--- src/rtl/free_ptr_alloc.sv ---
// ----------------------------------------------------------------------------
// free_ptr_alloc
//
// Client side of the free-pointer pool FIFO. Pops free pointers from the pool
// ahead of demand into a small prefetch buffer and offers the oldest one on a
// valid/ready allocate port. Released pointers arrive on a valid/ready release
// port and are pushed back into the pool one cycle later. Keeps a count of
// pointers held by clients and raises sticky accounting-error flags.
//
// Ports:
//   clk, rst           clock, asynchronous active-high reset
//   pool_init_done     pool has finished loading its pointers
//   pool_empty/full    pool status
//   pool_rd_req        pop request; data valid on pool_rd_dout RD_LATENCY later
//   pool_rd_dout       popped pointer
//   pool_wr_req/din    push of a released pointer into the pool
//   alloc_valid/ptr    head of the prefetch buffer, taken when alloc_ready
//   rel_valid/ptr      pointer returned by a client, accepted when rel_ready
//   in_use             pointers currently held by clients
//   err_rel_underflow  sticky: release accepted while in_use == 0
//   err_pool_overflow  sticky: release accepted while pool_full
// ----------------------------------------------------------------------------
module free_ptr_alloc #(
  parameter int DATA_WIDTH     = 10,
  parameter int RD_LATENCY     = 2,
  parameter int PREFETCH_DEPTH = 4
) (
  input  logic                  clk,
  input  logic                  rst,
  input  logic                  pool_init_done,
  input  logic                  pool_empty,
  input  logic                  pool_full,
  output logic                  pool_rd_req,
  input  logic [DATA_WIDTH-1:0] pool_rd_dout,
  output logic                  pool_wr_req,
  output logic [DATA_WIDTH-1:0] pool_wr_din,
  output logic                  alloc_valid,
  output logic [DATA_WIDTH-1:0] alloc_ptr,
  input  logic                  alloc_ready,
  input  logic                  rel_valid,
  input  logic [DATA_WIDTH-1:0] rel_ptr,
  output logic                  rel_ready,
  output logic [DATA_WIDTH:0]   in_use,
  output logic                  err_rel_underflow,
  output logic                  err_pool_overflow
);

  // Counter width able to hold buffered + in-flight pointers.
  localparam int CW = $clog2(PREFETCH_DEPTH + RD_LATENCY + 1);
  localparam int AW = (PREFETCH_DEPTH > 1) ? $clog2(PREFETCH_DEPTH) : 1;

  // The buffer must cover the full pop round trip plus the one cycle an
  // alloc credit needs to come back, or back-to-back allocs stall.
  generate
    if (PREFETCH_DEPTH < RD_LATENCY + 2) begin : g_depth_check
      $error("free_ptr_alloc: PREFETCH_DEPTH must be >= RD_LATENCY + 2");
    end
    if (RD_LATENCY < 1) begin : g_latency_check
      $error("free_ptr_alloc: RD_LATENCY must be >= 1");
    end
  endgenerate

  typedef enum logic {
    S_INIT = 1'b0,
    S_RUN  = 1'b1
  } state_t;

  state_t                  state_q, state_d;
  logic [RD_LATENCY-1:0]   vsr_q;        // one bit per outstanding pop
  logic [CW-1:0]           inflight;
  logic [CW-1:0]           count_q;
  logic [AW-1:0]           wr_idx_q, rd_idx_q, rd_idx_inc;
  logic [DATA_WIDTH-1:0]   mem_q [PREFETCH_DEPTH];
  logic [DATA_WIDTH-1:0]   head_q;
  logic [DATA_WIDTH:0]     in_use_q;
  logic                    credit_ok;
  logic                    flush;
  logic                    rd_data_valid;
  logic                    buf_wr, buf_rd;
  logic                    alloc_hs, rel_hs;

  function automatic logic [AW-1:0] idx_inc(input logic [AW-1:0] idx);
    return (idx == AW'(PREFETCH_DEPTH - 1)) ? '0 : idx + AW'(1);
  endfunction

  // --------------------------------------------------------------------------
  // State register
  // --------------------------------------------------------------------------
  always_ff @(posedge clk or posedge rst) begin
    // NOTE: sequential state uses non-blocking assignments so every register
    // samples the pre-edge values of its neighbours.
    if (rst) state_q <= S_INIT;
    else     state_q <= state_d;
  end

  // Losing pool_init_done while running means the pool is being reloaded:
  // everything prefetched or in flight is stale.
  assign flush = (state_q == S_RUN) && !pool_init_done;

  // --------------------------------------------------------------------------
  // Next state and handshake-side outputs
  // --------------------------------------------------------------------------
  always_comb begin
    // NOTE: every output of this block gets a default first so no path can
    // leave one unassigned and infer a latch.
    state_d     = state_q;
    pool_rd_req = 1'b0;
    alloc_valid = 1'b0;
    rel_ready   = 1'b0;
    unique case (state_q)
      S_INIT: begin
        if (pool_init_done) state_d = S_RUN;
      end
      S_RUN: begin
        pool_rd_req = !pool_empty && credit_ok;
        alloc_valid = (count_q != '0);
        rel_ready   = 1'b1;
        if (!pool_init_done) state_d = S_INIT;
      end
      default: state_d = S_INIT;
    endcase
  end

  // --------------------------------------------------------------------------
  // Pop credit accounting
  // --------------------------------------------------------------------------
  always_comb begin
    // NOTE: blocking assignments here because the accumulator must see its
    // own updated value on each loop iteration.
    inflight = '0;
    for (int i = 0; i < RD_LATENCY; i++) begin
      inflight = inflight + CW'(vsr_q[i]);
    end
  end

  // Buffered plus outstanding pops may never exceed the buffer size, which
  // is what guarantees the buffer cannot overflow when the data lands.
  assign credit_ok = ({1'b0, inflight} + {1'b0, count_q}) < (CW + 1)'(PREFETCH_DEPTH);

  // Bit 0 marks a pop issued last cycle; the top bit marks the cycle its
  // data is on pool_rd_dout.
  always_ff @(posedge clk or posedge rst) begin
    if (rst)        vsr_q <= '0;
    else if (flush) vsr_q <= '0;
    else            vsr_q <= (vsr_q << 1) | RD_LATENCY'(pool_rd_req);
  end

  assign rd_data_valid = vsr_q[RD_LATENCY-1];

  // --------------------------------------------------------------------------
  // Prefetch buffer: circular FIFO with a registered copy of the head entry
  // --------------------------------------------------------------------------
  assign alloc_hs   = alloc_valid && alloc_ready;
  assign rel_hs     = rel_valid && rel_ready;
  assign buf_wr     = rd_data_valid && !flush;
  assign buf_rd     = alloc_hs;
  assign rd_idx_inc = idx_inc(rd_idx_q);

  // NOTE: the storage array has no reset; count_q and head_q decide what is
  // valid, so clearing the entries would only cost reset routing.
  always_ff @(posedge clk) begin
    if (buf_wr) mem_q[wr_idx_q] <= pool_rd_dout;
  end

  always_ff @(posedge clk or posedge rst) begin
    if (rst) begin
      wr_idx_q <= '0;
      rd_idx_q <= '0;
      count_q  <= '0;
      head_q   <= '0;
    end else if (flush) begin
      wr_idx_q <= '0;
      rd_idx_q <= '0;
      count_q  <= '0;
      head_q   <= '0;
    end else begin
      if (buf_wr) wr_idx_q <= idx_inc(wr_idx_q);
      if (buf_rd) rd_idx_q <= rd_idx_inc;

      unique case ({buf_wr, buf_rd})
        2'b10:   count_q <= count_q + CW'(1);
        2'b01:   count_q <= count_q - CW'(1);
        default: count_q <= count_q;
      endcase

      // The head must hold the oldest entry the cycle after any change. When
      // the buffer is about to be empty, the incoming word bypasses storage.
      if (buf_rd) begin
        if (count_q == CW'(1)) begin
          if (buf_wr) head_q <= pool_rd_dout;
        end else begin
          head_q <= mem_q[rd_idx_inc];
        end
      end else if (buf_wr && (count_q == '0)) begin
        head_q <= pool_rd_dout;
      end
    end
  end

  assign alloc_ptr = head_q;

  // --------------------------------------------------------------------------
  // Release path: registered push back into the pool
  // --------------------------------------------------------------------------
  always_ff @(posedge clk or posedge rst) begin
    if (rst) begin
      pool_wr_req <= 1'b0;
      pool_wr_din <= '0;
    end else begin
      pool_wr_req <= rel_hs;
      if (rel_hs) pool_wr_din <= rel_ptr;
    end
  end

  // --------------------------------------------------------------------------
  // Held-pointer count and sticky error flags
  // --------------------------------------------------------------------------
  always_ff @(posedge clk or posedge rst) begin
    if (rst) begin
      in_use_q          <= '0;
      err_rel_underflow <= 1'b0;
      err_pool_overflow <= 1'b0;
    end else begin
      if (flush) begin
        in_use_q <= '0;
      end else begin
        unique case ({alloc_hs, rel_hs})
          2'b10: in_use_q <= in_use_q + (DATA_WIDTH + 1)'(1);
          2'b01: if (in_use_q != '0) in_use_q <= in_use_q - (DATA_WIDTH + 1)'(1);
          default: in_use_q <= in_use_q;
        endcase
      end
      // A release matched by an alloc in the same cycle nets to zero and is
      // not an underflow. The flags survive a pool reload.
      if (rel_hs && !alloc_hs && (in_use_q == '0)) err_rel_underflow <= 1'b1;
      // The push still goes out; the pool itself discards it.
      if (rel_hs && pool_full) err_pool_overflow <= 1'b1;
    end
  end

  assign in_use = in_use_q;

endmodule

--- config.mk ---
export PLATFORM = sky130hd
export DESIGN_NAME = free_ptr_alloc
export DESIGN_NICKNAME = d
export VERILOG_FILES = /design/src/rtl/free_ptr_alloc.sv
export SDC_FILE = /design/constraint.sdc
export NUM_CORES = 1
export LEC_CHECK = 0
export CAP_MARGIN = 15
export CORE_AREA = 2 2 103 105
export DETAILED_ROUTE_END_ITERATION = 10
export DIE_AREA = 0 0 105 107
export HOLD_SLACK_MARGIN = 0.02
export SYNTH_ARGS = -nofsm -noshare
export SYNTH_HDL_FRONTEND = slang
export SYNTH_SLANG_ARGS = --single-unit
--- constraint.sdc ---
create_clock -name clk -period 5.9 [get_ports clk]
set_input_delay 1.475 -clock clk [delete_from_list [all_inputs] [get_ports clk]]
set_output_delay 1.475 -clock clk [all_outputs]
set_load 0.03 [all_outputs]
Yosys cells after proc, flatten, opt, wreduce, memory -nomap -nowiden
Memories as Yosys holds them, arrays and structs flattened.
Index checks and enable logic that the tools add are counted.
{"block": "word_totals", "ff_bits": 44, "ramBits": 40, "inputBits": 27, "output_inout_bits": 37, "wordCells": 78, "n_memories": 1}
{"block": "op_classes", "addsub": 8, "n_lt_le_gt_ge": 1, "n_eq_ne": 9, "muxes": 23, "n_bitwise": 1, "n_reduce_logical": 24}
{"memory": "mem_q", "depth": 4, "width": 10, "rd": 1, "rd_ports_with_merged_regs": 0, "write_ports": 1, "line_no": "73", "rtl": "logic [DATA_WIDTH-1:0] mem_q [PREFETCH_DEPTH];"}
{"cell": "$mux 10", "count": 5}
{"cell": "$mux 11", "count": 2}
{"cell": "$pmux 11 s2", "count": 1}
{"cell": "$mux 2", "count": 7}
{"cell": "$reduce_bool 3->1", "count": 4}
{"cell": "$add 11x1->11 const B", "count": 1}
{"cell": "$logic_not 11->1", "count": 1}
{"cell": "$reduce_bool 11->1", "count": 1}
{"cell": "$sub 11x1->11 const B", "count": 1}
{"cell": "$logic_and 1x1->1", "count": 9}
{"cell": "$eq 2x2->1 const B", "count": 4}
{"cell": "$mux 1", "count": 6}
{"cell": "$pmux 3 s2", "count": 1}
{"cell": "$add 2x1->2 const B", "count": 2}
{"cell": "$add 2x3->4", "count": 1}
{"cell": "$eq 2x1->1 const B", "count": 2}
{"cell": "$logic_not 1->1", "count": 4}
{"cell": "$lt 4x3->1 const B", "count": 1}
{"cell": "$ne 4x4->1 const B", "count": 1}
{"cell": "$reduce_and 2->1", "count": 2}
{"cell": "$reduce_bool 2->1", "count": 2}
{"cell": "$add 3x1->3 const B", "count": 1}
{"cell": "$eq 3x1->1 const B", "count": 1}
{"cell": "$logic_not 3->1", "count": 1}
{"cell": "other kinds (5)", "count": 5}

Depth between registers and ports, before layout
{"block": "depth", "word_depth": 8, "depth_mapped": 13, "mapped_depth_nobuf": 11}

Worst setup path before layout
Ideal clock, no wire load.
{"block": "synth_path", "kind": "in2out", "start": "input port pool_empty", "end": "output port pool_rd_req", "t_arrival_ps": 2574, "required_time_ps": 4425, "slack_ps": 1851, "stages": 1, "n_path_buf": 0, "cell_sequence": "nor4b_1"}
{"block": "synth_via", "elab_chain_len": 3}
{"element": "start, declared", "line_no": "31", "rtl": "input logic pool_empty,"}
{"element": "$logic_not 1->1", "line_no": "115", "rtl": "pool_rd_req = !pool_empty && credit_ok;"}
{"element": "$logic_and 1x1->1", "line_no": "115"}
{"element": "$mux 1", "line_no": "110", "rtl": "unique case (state_q)"}
{"element": "end, declared", "line_no": "33", "rtl": "output logic pool_rd_req,"}
Every way passes these cells.

Worst setup path in the final report
Ends and elaborated chain as after synthesis.

==> results.py <==
metrics = {
    "run_status": {
        "outcome": "complete, no violations",
    },
    "route": {
        "drt-pass1-iter-count": 4,
        "ant_nets": 0,
        "wire_per_inst_um": 17.31,
        "wl_mm": 8.708,
        "drcViolationCount": 0,
        "dr_total_vias": 2729,
        "via_per_inst": 5.425,
        "first_iter_violations": 162,
    },
    "floorplan": {
        "rows": 37,
        "dieArea_um2": 11240,
        "dieWidth_um": 105,
        "core_area_um2": 10090,
        "die_h_um": 107,
        "start_util_pct": 39.36,
        "ioPinCount": 64,
    },
    "pwr": {
        "ir_drop_mv": 0.2440,
        "p_sw_share_pct": 38.03,
        "switchingPower_w": 0.0007855,
        "power.leakage_nw": 1.945,
        "power_frac_comb_pct": 39.9,
        "clkPwrFrac_pct": 20.7,
        "p_per_area_nw_per_um2": 420.2,
        "p_seq_share_pct": 39.4,
        "intPower_w": 0.001280,
    },
    "final_layout": {
        "syn_to_final_growth_pct": 23.72,
        "layout-drive-gt1-share_pct": 12.81,
        "final_cell_mix": "63 x clkdlybuf4s50_1, 44 x dfrtp_1, 40 x edfxtp_1",
        "design_area_um2": 4915,
        "layout.cells.most_common": "clkdlybuf4s50_1",
        "antenna_cells": 0,
        "fin_nets": 402,
    },
    "global_routing": {
        "grt_max_degree": 45,
        "antenna_found_initial": 0,
        "grt_pass1_wl_mm": 14.44,
        "grt_pass1_vias": 2849,
        "grt_usage_pct": 16.57,
        "overflow": 0,
    },
    "synth": {
        "syn_avg_cell_area_um2": 13.11,
        "synth_top_flop_cell": "dfrtp_1",
        "synth_seq_area_share_pct": 57.95,
        "yosys_warnings": 0,
        "synthCells": 303,
        "yosys_register_bits": 84,
        "synth_fp_nets": 343,
        "ys_async_sr_fraction_pct": 52.38,
        "ys_types": 57,
        "synth_edf_count": 40,
        "syn_area_um2": 3973,
    },
    "setup_path": {
        "crit_path_end_kind": "primary output",
        "path_max_fanout": 2,
        "ff2ff_setup_slack_ns": 2.48,
        "worstSetupPathType": "input pin to primary output",
        "start_kind": "input pin",
        "r2r-start": "state_q$_DFF_PP0_",
        "worstRegToRegCells": 8,
        "cp_data_required_time_ns": 4.43,
        "startpoint": "pool_empty",
        "reg2reg_to": "in_use[6]$_DFFE_PP0P_",
        "crit_end": "pool_rd_req",
        "critPathArrivalTime_ns": 2.97,
    },
    "clock_network": {
        "h-tree-depth": 3,
        "root_buffer": "clkbuf_8",
        "cts_tree": "yes",
        "cts_sinks": 84,
        "cts_resized": 0,
        "path_clk_slew_ns": 0.09,
        "cts_buffers": 9,
        "cts_setup_buffers": 0,
        "clk_latency_ns": 0.36,
        "cts_hold_buf": 0,
        "clk_path_buf_depth": 2,
    },
    "sta": {
        "hold_violations": 0,
        "fin_crit_sh_pct": 75.32,
        "finClkSkew_ns": 0.01526,
        "fmax_mhz": 225.0,
        "slew_viol_final": 0,
        "worst_pin_slew_ns": 0.9871,
        "setup_violations": 0,
        "fin_crit_ns": 4.444,
        "finalSetupTns_ns": 0,
        "holdWs_ns": 0.4799,
        "rsz0062_at_grt": "no",
        "slew_headroom_pct": 34.10,
    },
    "place": {
        "place_area_um2": 4710,
        "numPortBuffers": 63,
        "place_congestion": 0.8436,
        "dpl.hpwl_mm": 5.809,
    },
    "flow_run": {
        "drv_cap": 0,
    },
    "hold_path": {
        "hold_class": "register to register",
    },
}
==> cell families (layout without fill, tap and decap cells) <==
logic type | after synthesis | count (layout) | synth area share [%]
and+or+nand+nor | 81 | 81 | 11.12
muxes | 35 | 35 | 12.31
DFF | 84 | 84 | 57.95
adders and majority gates | 13 | 13 | 4.095
xor gates and xnor gates | 5 | 5 | 1.103
AOI/OAI and AO/OA | 52 | 52 | 9.859
buffers and inverters | 33 | 97 | 3.558
==> worst min-delay path by stage <==
stage | startpoint | endpoint | slack (ns) | cells past startpoint
floorplan | vsr_q[0]$_DFF_PP0_ | vsr_q[1]$_DFF_PP0_ | 0.46 | 1
global placement | err_pool_overflow$_DFFE_PP0P_ | err_pool_overflow$_DFFE_PP0P_ | 0.44 | 1
detailed placement | err_pool_overflow$_DFFE_PP0P_ | err_pool_overflow$_DFFE_PP0P_ | 0.45 | 1
CTS | err_pool_overflow$_DFFE_PP0P_ | err_pool_overflow$_DFFE_PP0P_ | 0.48 | 1
global route | err_pool_overflow$_DFFE_PP0P_ | err_pool_overflow$_DFFE_PP0P_ | 0.50 | 1
finish | err_pool_overflow$_DFFE_PP0P_ | err_pool_overflow$_DFFE_PP0P_ | 0.48 | 1
==> metal layers <==
metal,routed length (um),track usage (%)
met5,0,0
met4,155,6.571
met3,339,2.614
met2,4230,28.06
met1,3982,21.41
==> flip-flops by register name (all words and copies together), names as in the netlist <==
name,flops
alloc_ptr,10
count_q,3
mem_q,40
rd_idx_q,2
vsr_q,2
wr_idx_q,2
pool_wr_din,10
state_q,1
err_pool_overflow,1
pool_wr_req,1
err_rel_underflow,1
in_use,11
==> critical path, stage by stage <==
cell	delay, ns
clkdlybuf4s50_1	0.40
nor4b_1	0.36
clkdlybuf4s50_1	0.74
==> per-stage QoR <==
| stage | power (W) | util (%) | worst slack (ns) | cells |
|---|---|---|---|---|
| after floorplan | 0.001374 | - | 1.851 | 303 |
| after global placement | 0.001641 | 46.67 | 1.277 | 487 |
| after detailed placement | 0.001655 | 46.67 | 1.192 | 487 |
| after CTS | 0.002087 | 48.70 | 1.431 | 503 |
| after global routing | 0.002195 | 48.70 | 1.359 | 503 |
| final | 0.002065 | 48.70 | 1.456 | 503 |
==> final cells by class <==
type | count | area [um2]
Sequential cell | 84 | 2302
Fill cell | 942 | 5177
Clock buffer | 9 | 123.9
Inverter | 16 | 60.06
Clock inverter | 7 | 81.33
Multi-Input combinational cell | 186 | 1531
Timing Repair Buffer | 65 | 645.6
Tap cell | 136 | 170.2
==> power by group through the flow <==
stage          sequential (W)  combinational, W  clock, W
2_1_floorplan        0.000925          0.000449         0
3_3_place_gp         0.000822          0.000818         0
3_5_place_dp         0.000822          0.000832         0
4_1_cts              0.000812          0.000835  0.000439
5_1_grt              0.000829          0.000900  0.000466
6_report             0.000813          0.000825  0.000428
==> Yosys cell counts, types with 2 or more instances <==
library cell | n | share of area [%]
and3_1 | 5 | 0.79
mux2_2 | 11 | 3.1
clkbuf_1 | 12 | 1.1
mux4_2 | 10 | 5.7
nor2_1 | 12 | 1.1
a21oi_1 | 5 | 0.63
mux2i_1 | 14 | 3.5
edfxtp_1 | 40 | 30
nand4_1 | 5 | 0.79
o211ai_1 | 2 | 0.38
o21ai_0 | 8 | 1.0
inv_1 | 15 | 1.4
nand3_1 | 8 | 1.0
buf_6 | 2 | 0.57
o22ai_1 | 2 | 0.31
and2_1 | 3 | 0.47
or4_1 | 5 | 0.94
nand2b_1 | 2 | 0.31
xor2_1 | 2 | 0.44
or2_2 | 2 | 0.31
nor3_1 | 7 | 0.88
nor2b_1 | 3 | 0.47
or3_1 | 2 | 0.31
ha_1 | 13 | 4.1
a211o_1 | 2 | 0.44
a22o_1 | 2 | 0.44
nor4b_1 | 3 | 0.66
nand2_1 | 19 | 1.8
xnor2_1 | 3 | 0.66
a21o_1 | 4 | 0.76
dfrtp_1 | 44 | 28
o2bb2ai_1 | 10 | 2.2
a311o_1 | 2 | 0.50
No activity file was read; power rests on OpenSTA's default activity.
